[src/rtl/irq_priority_arbiter.sv]
// Sticky-pending interrupt arbiter with a valid/ready grant handshake.
// Request lines set pending bits, either on a rising edge or while high.
// The highest-index pending line that is also unmasked is presented on irq_id.
// A presented grant is held until it is accepted, and acceptance clears that pending bit.
module irq_priority_arbiter #(
  parameter bit          EDGE = 1'b1,
  parameter int unsigned N    = 8
) (
  input  logic                 clk,
  input  logic                 rst_n,
  input  logic                 en,
  input  logic [N-1:0]         req,
  input  logic [N-1:0]         mask,
  output logic                 irq_valid,
  output logic [$clog2(N)-1:0] irq_id,
  input  logic                 irq_ready,
  output logic [N-1:0]         pending,
  output logic                 any_pending
);

  localparam int unsigned IdW = $clog2(N);

  localparam logic [0:0] ST_IDLE    = 1'b0;
  localparam logic [0:0] ST_PRESENT = 1'b1;

  logic [0:0]     state_q, state_d;
  logic [N-1:0]   req_q;
  logic [N-1:0]   pending_q, pending_d;
  logic [IdW-1:0] irq_id_q, irq_id_d;
  logic [N-1:0]   set_vec;
  logic [N-1:0]   clr_vec;
  logic [N-1:0]   masked;
  logic           accept;

  // The highest set index wins; bit N-1 has top priority.
  function automatic logic [IdW-1:0] prio_enc(input logic [N-1:0] v);
    logic [IdW-1:0] idx;
    idx = '0;
    for (int i = 0; i < N; i++) begin
      if (v[i]) idx = i[IdW-1:0];
    end
    return idx;
  endfunction

  assign masked      = pending_q & mask;
  assign any_pending = |masked;
  assign accept      = (state_q == ST_PRESENT) && irq_ready;

  // Set/clear terms. When set and clear hit the same bit, set wins, so a request that rises again during acceptance is kept.
  always_comb begin
    set_vec = EDGE ? (req & ~req_q) : req;
    clr_vec = '0;
    if (accept) clr_vec[irq_id_q] = 1'b1;
    pending_d = (pending_q & ~clr_vec) | set_vec;
  end

  // Grant FSM. A presented id stays frozen until it is accepted (no pre-emption).
  always_comb begin
    state_d  = state_q;
    irq_id_d = irq_id_q;
    unique case (state_q)
      ST_IDLE: begin
        if (en && any_pending) begin
          irq_id_d = prio_enc(masked);
          state_d  = ST_PRESENT;
        end
      end
      ST_PRESENT: begin
        if (irq_ready) state_d = ST_IDLE;
      end
      default: state_d = ST_IDLE;
    endcase
  end

  // State registers. Asynchronous reset discards all pending requests and any grant in flight.
  always_ff @(posedge clk or negedge rst_n) begin
    if (!rst_n) begin
      state_q   <= ST_IDLE;
      req_q     <= '0;
      pending_q <= '0;
      irq_id_q  <= '0;
    end else begin
      state_q   <= state_d;
      req_q     <= req;
      pending_q <= pending_d;
      irq_id_q  <= irq_id_d;
    end
  end

  assign irq_valid = (state_q == ST_PRESENT);
  assign irq_id    = irq_id_q;
  assign pending   = pending_q;

endmodule

[config.mk]
export PLATFORM = sky130hd
export DESIGN_NAME = irq_priority_arbiter
export DESIGN_NICKNAME = d
export VERILOG_FILES = /design/src/rtl/irq_priority_arbiter.sv
export SDC_FILE = /design/constraint.sdc
export NUM_CORES = 1
export LEC_CHECK = 0
export CAP_MARGIN = 20
export CORE_MARGIN = 5
export CORE_UTILIZATION = 47
export CTS_BUF_LIST = sky130_fd_sc_hd__clkbuf_8
export DETAILED_ROUTE_END_ITERATION = 7
export GPL_ROUTABILITY_DRIVEN = 1
export GPL_TIMING_DRIVEN = 0
export PLACE_DENSITY = 0.86
export SYNTH_ARGS = -nofsm -noshare
export SYNTH_HDL_FRONTEND = slang
export SYNTH_SLANG_ARGS = --single-unit
[constraint.sdc]
create_clock -name clk -period 3.1 [get_ports clk]
set_clock_uncertainty 0.2 [all_clocks]
set_input_delay 0.31 -clock clk [delete_from_list [all_inputs] [get_ports clk]]
set_output_delay 0.31 -clock clk [all_outputs]
set_load 0.005 [all_outputs]
# Word level (Yosys, flattened, before mapping)
# Index checks and enable logic that the tools add are counted.
dict set report word_totals {
  elab_cells 31
  out_inout_bits 13
  reg_bits 20
}
dict set report op_classes {
  mux 13
  n_lt_le_gt_ge 2
  n_bitwise 7
  n_reduce_logical 5
}
# operator n
set op_table {}
lappend op_table {{$and 8x8->8} 3}
lappend op_table {{$mux 3} 6}
lappend op_table {{$not 8->8} 2}
lappend op_table {{$mux 8} 1}
lappend op_table {{$or 8x8->8} 1}
lappend op_table {{$reduce_or 8->1} 1}
lappend op_table {{$lt 3x4->1 const B} 1}
lappend op_table {{$mux 1} 4}
lappend op_table {{$demux 1 s3} 1}
lappend op_table {{$ge 3x1->1 const B} 1}
lappend op_table {{$logic_and 1x1->1} 3}
lappend op_table {{$pmux 1 s2} 1}
lappend op_table {{$reduce_and 2->1} 1}
lappend op_table {{$not 1->1} 1}

# Longest topological paths before layout
# Gate-level depths: netlist of the first run.
dict set report depth {
  depth_word 8
  mapped_depth 4
  ltp_nobuf 4
}

# Worst setup path before layout of the first run
# No wires, ideal clock.
dict set report synth_path {
  path_kind {register to register}
  start {register pending_q[7] (netlist: pending[7])}
  end {register irq_id_q[0] (netlist: irq_id[0])}
  setup_ns 0.125
  slack_ns 1.512
  arrival_time_ns 1.263
  path_buffers 0
  stages_incl_launch_ff 5
  cell_sequence {dfrtp_1 -> a22oi_2 -> nand4_2 -> and3b_4 -> mux2_4}
}
dict set report synth_via {
  elab_chain_len 4
  word_cells_on_any_way 5
  classes_between {mux: 1; bitwise: 1; reduce/logical: 3}
}
# item line_no
set synth_lines {}
lappend synth_lines {{start: declaration} 28} ;# logic [N-1:0] pending_q, pending_d;
lappend synth_lines {{start signal: assignment} 85} ;# pending_q <= pending_d;
lappend synth_lines {{$and 8x8->8} 45} ;# assign masked = pending_q & mask;
lappend synth_lines {{$reduce_or 8->1} 46} ;# assign any_pending = |masked;
lappend synth_lines {{via any_pending} 18} ;# output logic any_pending
lappend synth_lines {{$logic_and 1x1->1} 63} ;# if (en && any_pending) begin
lappend synth_lines {{$reduce_and 2->1 (no source line)} n/a}
lappend synth_lines {{end signal: assignment} 86} ;# irq_id_q <= irq_id_d;
lappend synth_lines {{end: declaration} 29} ;# logic [IdW-1:0] irq_id_q, irq_id_d;
# The timed path passes the listed nets, and every way through them passes these cells.
# A chain may end at the register's enable or synchronous reset.

# Worst setup path in the final report of the first run
dict set report layout_path {
  start {input port mask[5]}
  end {output port any_pending}
}
dict set report layout_via {
  elab_chain_len 2
}
# item line_no
set layout_lines {}
lappend layout_lines {{start: declaration} 13} ;# input logic [N-1:0] mask,
lappend layout_lines {{$and 8x8->8} 45}
lappend layout_lines {{$reduce_or 8->1} 46}
lappend layout_lines {{end: declaration} 18}
# No other way between the ends.

==> results.yml, run 1 <==
timing:
  rsz0062_at_grt: "false"
  final.setup.tns_ns: 0
  fin_hold_ws_ns: 0.2185
  period_share_pct: 69.07
  setup_viol: 0
  report.final.slew_viol_count: 0
  relSlewSlack_pct: 41.46
  fin_ws_ns: 0.9588
  period_needed_ns: 2.141
  max_freq_mhz: 467.0
  tightestPinTransition_ns: 0.8754
  hold_viol: 0
global_routing:
  overflow: 0
  grt_max_degree: 21
  grt_use_total_pct: 16.86
  first_global_vias: 720
  grt_pass1_wl_mm: 3.291
  antenna_found_initial: 0
routing:
  drc_errors: 0
  ant_nets: 0
  routedWlPerCell_um: 16.23
  routed_wl_mm: 1.996
  via_per_inst: 5.553
  firstDrtPassIters: 4
  drt_iter0_drc: 4
  vias: 683
critical_path:
  r2r_slack_ns: 1.40
  reg2reg_depth: 4
  worstSetupEndpoint: "any_pending"
  crit_required_ns: 2.59
  crit_fanout: 3
  cp-start-kind: "primary input"
  end_kind: "output pin"
  crit_type: "in2out"
  reg2reg_from: "pending[7]$_DFF_PN0_"
  startpoint: "mask[5]"
  r2r-end: "irq_id[1]$_DFFE_PN0P_"
  arrival_ns: 1.63
run:
  cap_violations: 0
clock_tree:
  cts_root_buf: "clkbuf_8"
  cts-resized-gates: 0
  htree_num_levels: 1
  clock_latency_ns: 0.26
  hold_buffers: 0
  cts_sinks: 20
  clockBufferDepth: 2
  cts_tree: "done"
  path_clk_slew_ns: 0.08
  postCtsSetupRepairBufs: 0
  cts_buffers: 3
floorplanning:
  fp-row-count: 15
  start_util_pct: 48.37
  io_pins: 33
  dieWidth_um: 51.70
  die_h_um: 51.70
  core-area_mm2: 0.001689
  dieArea_mm2: 0.002672
power:
  p_int_mw: 0.5968
  power_frac_seq_pct: 43.2
  p_switching_mw: 0.2060
  p_total_mw: 0.8027
  power_frac_clock_pct: 32.5
  leakage_nw: 0.5304
  netSwitchingFraction_pct: 25.66
  powerDensity_mw_per_mm2: 652.7
  combPwrFrac_pct: 24.3
  ir_drop_v: 0.0003922
synthesis:
  yosys.area.top_type: "dfrtp_1"
  yosys_most_used_dff: "dfrtp_1"
  synthCells: 70
  synthTopCellsByCount: "dfrtp_1, o21ai_0, inv_1"
  synth.top_cell.area_share_pct: 61.26
  syn_nets: 90
  ys_seq_area_share_pct: 61.26
  synth_cell_type_count: 15
  netlist_area_um2: 817.0
  avgSynthCellArea_um2: 11.67
  yosysMostFrequentCell: "dfrtp_1"
  async_flop_share_pct: 100.0
  ys_ff_latch: 20
  synth_edf_count: 0
  ys_top_cells_by_area: "dfrtp_1, o21ai_0, mux2_4"
  ys_warn_count: 0
place:
  place_ws_ns: 0.9625
  place_inst: 119
  dpl-instance-area_mm2: 0.001159
  hpwl_mm: 1.476
  io_buffers: 32
  place.gp.congestion: 0.8117
layout:
  stdcell_area_mm2: 0.001230
  area.growth.synth_to_final_pct: 50.54
  fillers: 125
  antenna_cells: 0
  nNetsFinal: 127
  drive_above_1_share_pct: 11.32
  final_util_pct: 72.81
  fin_cells: 123
worst_hold_path:
  min_path_type: "reg2reg"
run_status:
  status: "finished clean"
==> cell families after synthesis <==
kind of cell    after synthesis  share of synthesized area, %
mux                           3                         5.513
buf+inv                      10                         4.595
simple gates                 12                         8.881
flops                        20                         61.26
compound gates               25                         19.75
==> worst max-delay path, cell delays in order <==
cell,delay (ns)
clkdlybuf4s50_1,0.45
a22oi_2,0.27
nand4_2,0.13
clkdlybuf4s50_1,0.47
==> power by group through the flow <==
stage	logic [mW]	clock network (mW)	registers, mW
floorplan	0.0774	0	0.342
CTS	0.197	0.261	0.344
global route	0.216	0.271	0.354
global placement	0.190	0	0.346
detailed placement	0.195	0	0.350
finish	0.195	0.261	0.346
==> flip-flops by register name, indices dropped and copies added, names as in the netlist <==
register / cells
irq_id: 3
irq_valid: 1
pending: 8
req_q: 8
==> metal layers <==
metal	global-route usage (%)	up-vias	part of all wire (%)
met2	30.51	26	49
met5	0	-	0
li1	-	320	-
met1	18.00	331	41
met4	7.860	0	2.4
met3	4.585	6	7.4
==> how the worst min path moves through the flow <==
stage               slack, ns  depth (start not counted)               start                    end
finish                   0.22                          1  req_q[4]$_DFF_PN0_   pending[4]$_DFF_PN0_
global route             0.24                          1  req_q[3]$_DFF_PN0_   pending[3]$_DFF_PN0_
CTS                      0.22                          1  req_q[4]$_DFF_PN0_   pending[4]$_DFF_PN0_
detailed placement       0.21                          1  req_q[4]$_DFF_PN0_   pending[4]$_DFF_PN0_
global placement         0.20                          1  req_q[6]$_DFF_PN0_   pending[6]$_DFF_PN0_
floorplan               -0.19                          0               rst_n  irq_id[0]$_DFFE_PN0P_
==> area by class of cell <==
class	count	area [µm²]	area share (%)
well taps	17	21.27	1.729
clock inverters	1	30.03	2.442
inverters	10	37.54	3.052
clock buffers	3	41.29	3.357
multi-input cells	40	279.0	22.69
flip-flops and latches	20	500.5	40.69
repair buffers	32	320.3	26.04
==> layout by cell type (no fill, tap or decap), drive strengths merged <==
cell type and count:
clkbuf 3, bufinv 1, a32oi 2, nand3b 1
a22oi 4, clkdlybuf4s50 32, nand2 6, inv 10
nand3 1, nand2b 2, mux2 3, o21ai 16
o31ai 2, nand4 1, dfrtp 20, and3b 1
a21o 1
(Power assumes the default switching activity.)
==> run 2: changes to the inputs <==
Settings changed: CORE_UTILIZATION 47 to 43, PLACE_DENSITY 0.86 to 0.8.
Clock period 3.1 ns to 2.15 ns, I/O delays scaled along.
==> run 2 against run 1 <==
Count of clock-buffer cells in the layout did not move. Non-clock buffer count is the same. Utilization is 4.2 points lower. First-iteration DRC count unchanged. Die area increased by 7.5%.
==> results.yml, run 2 (same netlist as run 1, synthesis figures left out) <==
clock_tree:
  hold_buffers: 0
  clockBufferDepth: 2
  htree_num_levels: 1
  cts_buffers: 3
  cts_root_buf: "clkbuf_8"
  cts-resized-gates: 0
  cts_tree: "done"
  cts_sinks: 20
  postCtsSetupRepairBufs: 0
  path_clk_slew_ns: 0.07
  clock_latency_ns: 0.26
layout:
  area.growth.synth_to_final_pct: 48.09
  fin_cells: 130
  nNetsFinal: 127
  drive_above_1_share_pct: 10.48
  antenna_cells: 0
  final_cell_mix: "clkdlybuf4s50_1, dfrtp_1, o21ai_0"
  final_common_cell: "clkdlybuf4s50_1"
  fillers: 146
floorplanning:
  die_h_um: 53.59
  start_util_pct: 46.31
  io_pins: 33
  core-area_mm2: 0.001764
  dieWidth_um: 53.59
  dieArea_mm2: 0.002872
  fp-row-count: 15
timing:
  hold_viol: 0
  setup_viol: 0
  relSlewSlack_pct: 42.22
  fin_ws_ns: 0.1619
  max_freq_mhz: 503.0
  rsz0062_at_grt: "false"
  period_share_pct: 92.47
  report.final.slew_viol_count: 0
  period_needed_ns: 1.988
  final.setup.tns_ns: 0
  tightestPinTransition_ns: 0.8641
routing:
  via_per_inst: 5.177
  ant_nets: 0
  routed_wl_mm: 1.942
  routedWlPerCell_um: 14.94
  drc_errors: 0
  vias: 673
  firstDrtPassIters: 4
  drt_iter0_drc: 4
place:
  place.gp.congestion: 0.8320
  place_ws_ns: 0.1773
  io_buffers: 32
  place_inst: 127
  hpwl_mm: 1.418
global_routing:
  grt_max_degree: 21
  overflow: 0
  grt_use_total_pct: 16.17
  first_global_vias: 692
  antenna_found_initial: 0
  grt_pass1_wl_mm: 3.256
worst_hold_path:
  min_path_type: "in2reg"
critical_path:
  crit_chain: "a22oi_1, nand4_2, clkdlybuf4s50_1"
  crit_type: "reg2out"
  cp-start-kind: "flop"
  slowest_delay_ns: 0.47
  end_kind: "output pin"
  arrival_ns: 1.57
  crit_required_ns: 1.74
  crit_fanout: 4
  cp_slowest_cell: "clkdlybuf4s50_1"
power:
  power_frac_seq_pct: 48.8
  p_switching_mw: 0.2870
  ir_drop_v: 0.0004481
  combPwrFrac_pct: 27.7
  netSwitchingFraction_pct: 28.03
  p_int_mw: 0.7370
  p_total_mw: 1.024
  powerDensity_mw_per_mm2: 846.3
  leakage_nw: 0.5162
  power_frac_clock_pct: 23.5
run_status:
  status: "finished clean"
run:
  cap_violations: 0
[run 2: final timing paths]
kind                                    endpoint  cells after the start                  from  slack (ns)
hold reg to reg             pending[5]$_DFF_PN0_                      1    req_q[5]$_DFF_PN0_        0.23
setup reg to reg           irq_id[2]$_DFFE_PN0P_                      4  pending[3]$_DFF_PN0_        0.46
setup / recovery                     any_pending                      3  pending[3]$_DFF_PN0_        0.16
max in group asynchronous  irq_id[0]$_DFFE_PN0P_                      1                 rst_n        0.97
min in group asynchronous     req_q[4]$_DFF_PN0_                      1                 rst_n        0.25
hold / removal                req_q[6]$_DFF_PN0_                      1                req[6]        0.22
[run 2: metal layers]
metal  wire (µm)  GRT usage (%)
met5           0              0
met1         715          19.05
met3         118          4.155
met4          35          7.234
met2        1072          27.55
[run 2: layout make-up]
cell class	instances	area (µm²)	area share, %
clock buffers	3	41.29	3.413
inverters	10	37.54	3.102
multi-input cells	40	279.0	23.06
flip-flops and latches	20	500.5	41.37
well taps	25	31.28	2.585
repair buffers	32	320.3	26.47
[run 2: power by group through the flow]
stage | clock [mW] | sequential, mW | combinational, mW
final | 0.240 | 0.500 | 0.284
after global routing | 0.270 | 0.508 | 0.312
after CTS | 0.248 | 0.498 | 0.287
after detailed placement | 0 | 0.503 | 0.281
after global placement | 0 | 0.502 | 0.274
after floorplan | 0 | 0.493 | 0.112
[run 2: critical path, delay by kind of cell, from the launching register on]
kind	cells	cell delay (ns)
buf+inv	1	0.47
compound gates	1	0.28
simple gates	1	0.16
flops	1	0.41
[run 2: stage by stage]
stage	util (%)	cell area [µm²]	hold WS, ns
2_1_floorplan	-	817.0	-0.2806
3_3_place_gp	66.24	1169	0.2024
3_5_place_dp	66.24	1169	0.2092
4_1_cts	68.58	1210	0.2188
5_1_grt	68.58	1210	0.2116
6_report	68.58	1210	0.2192
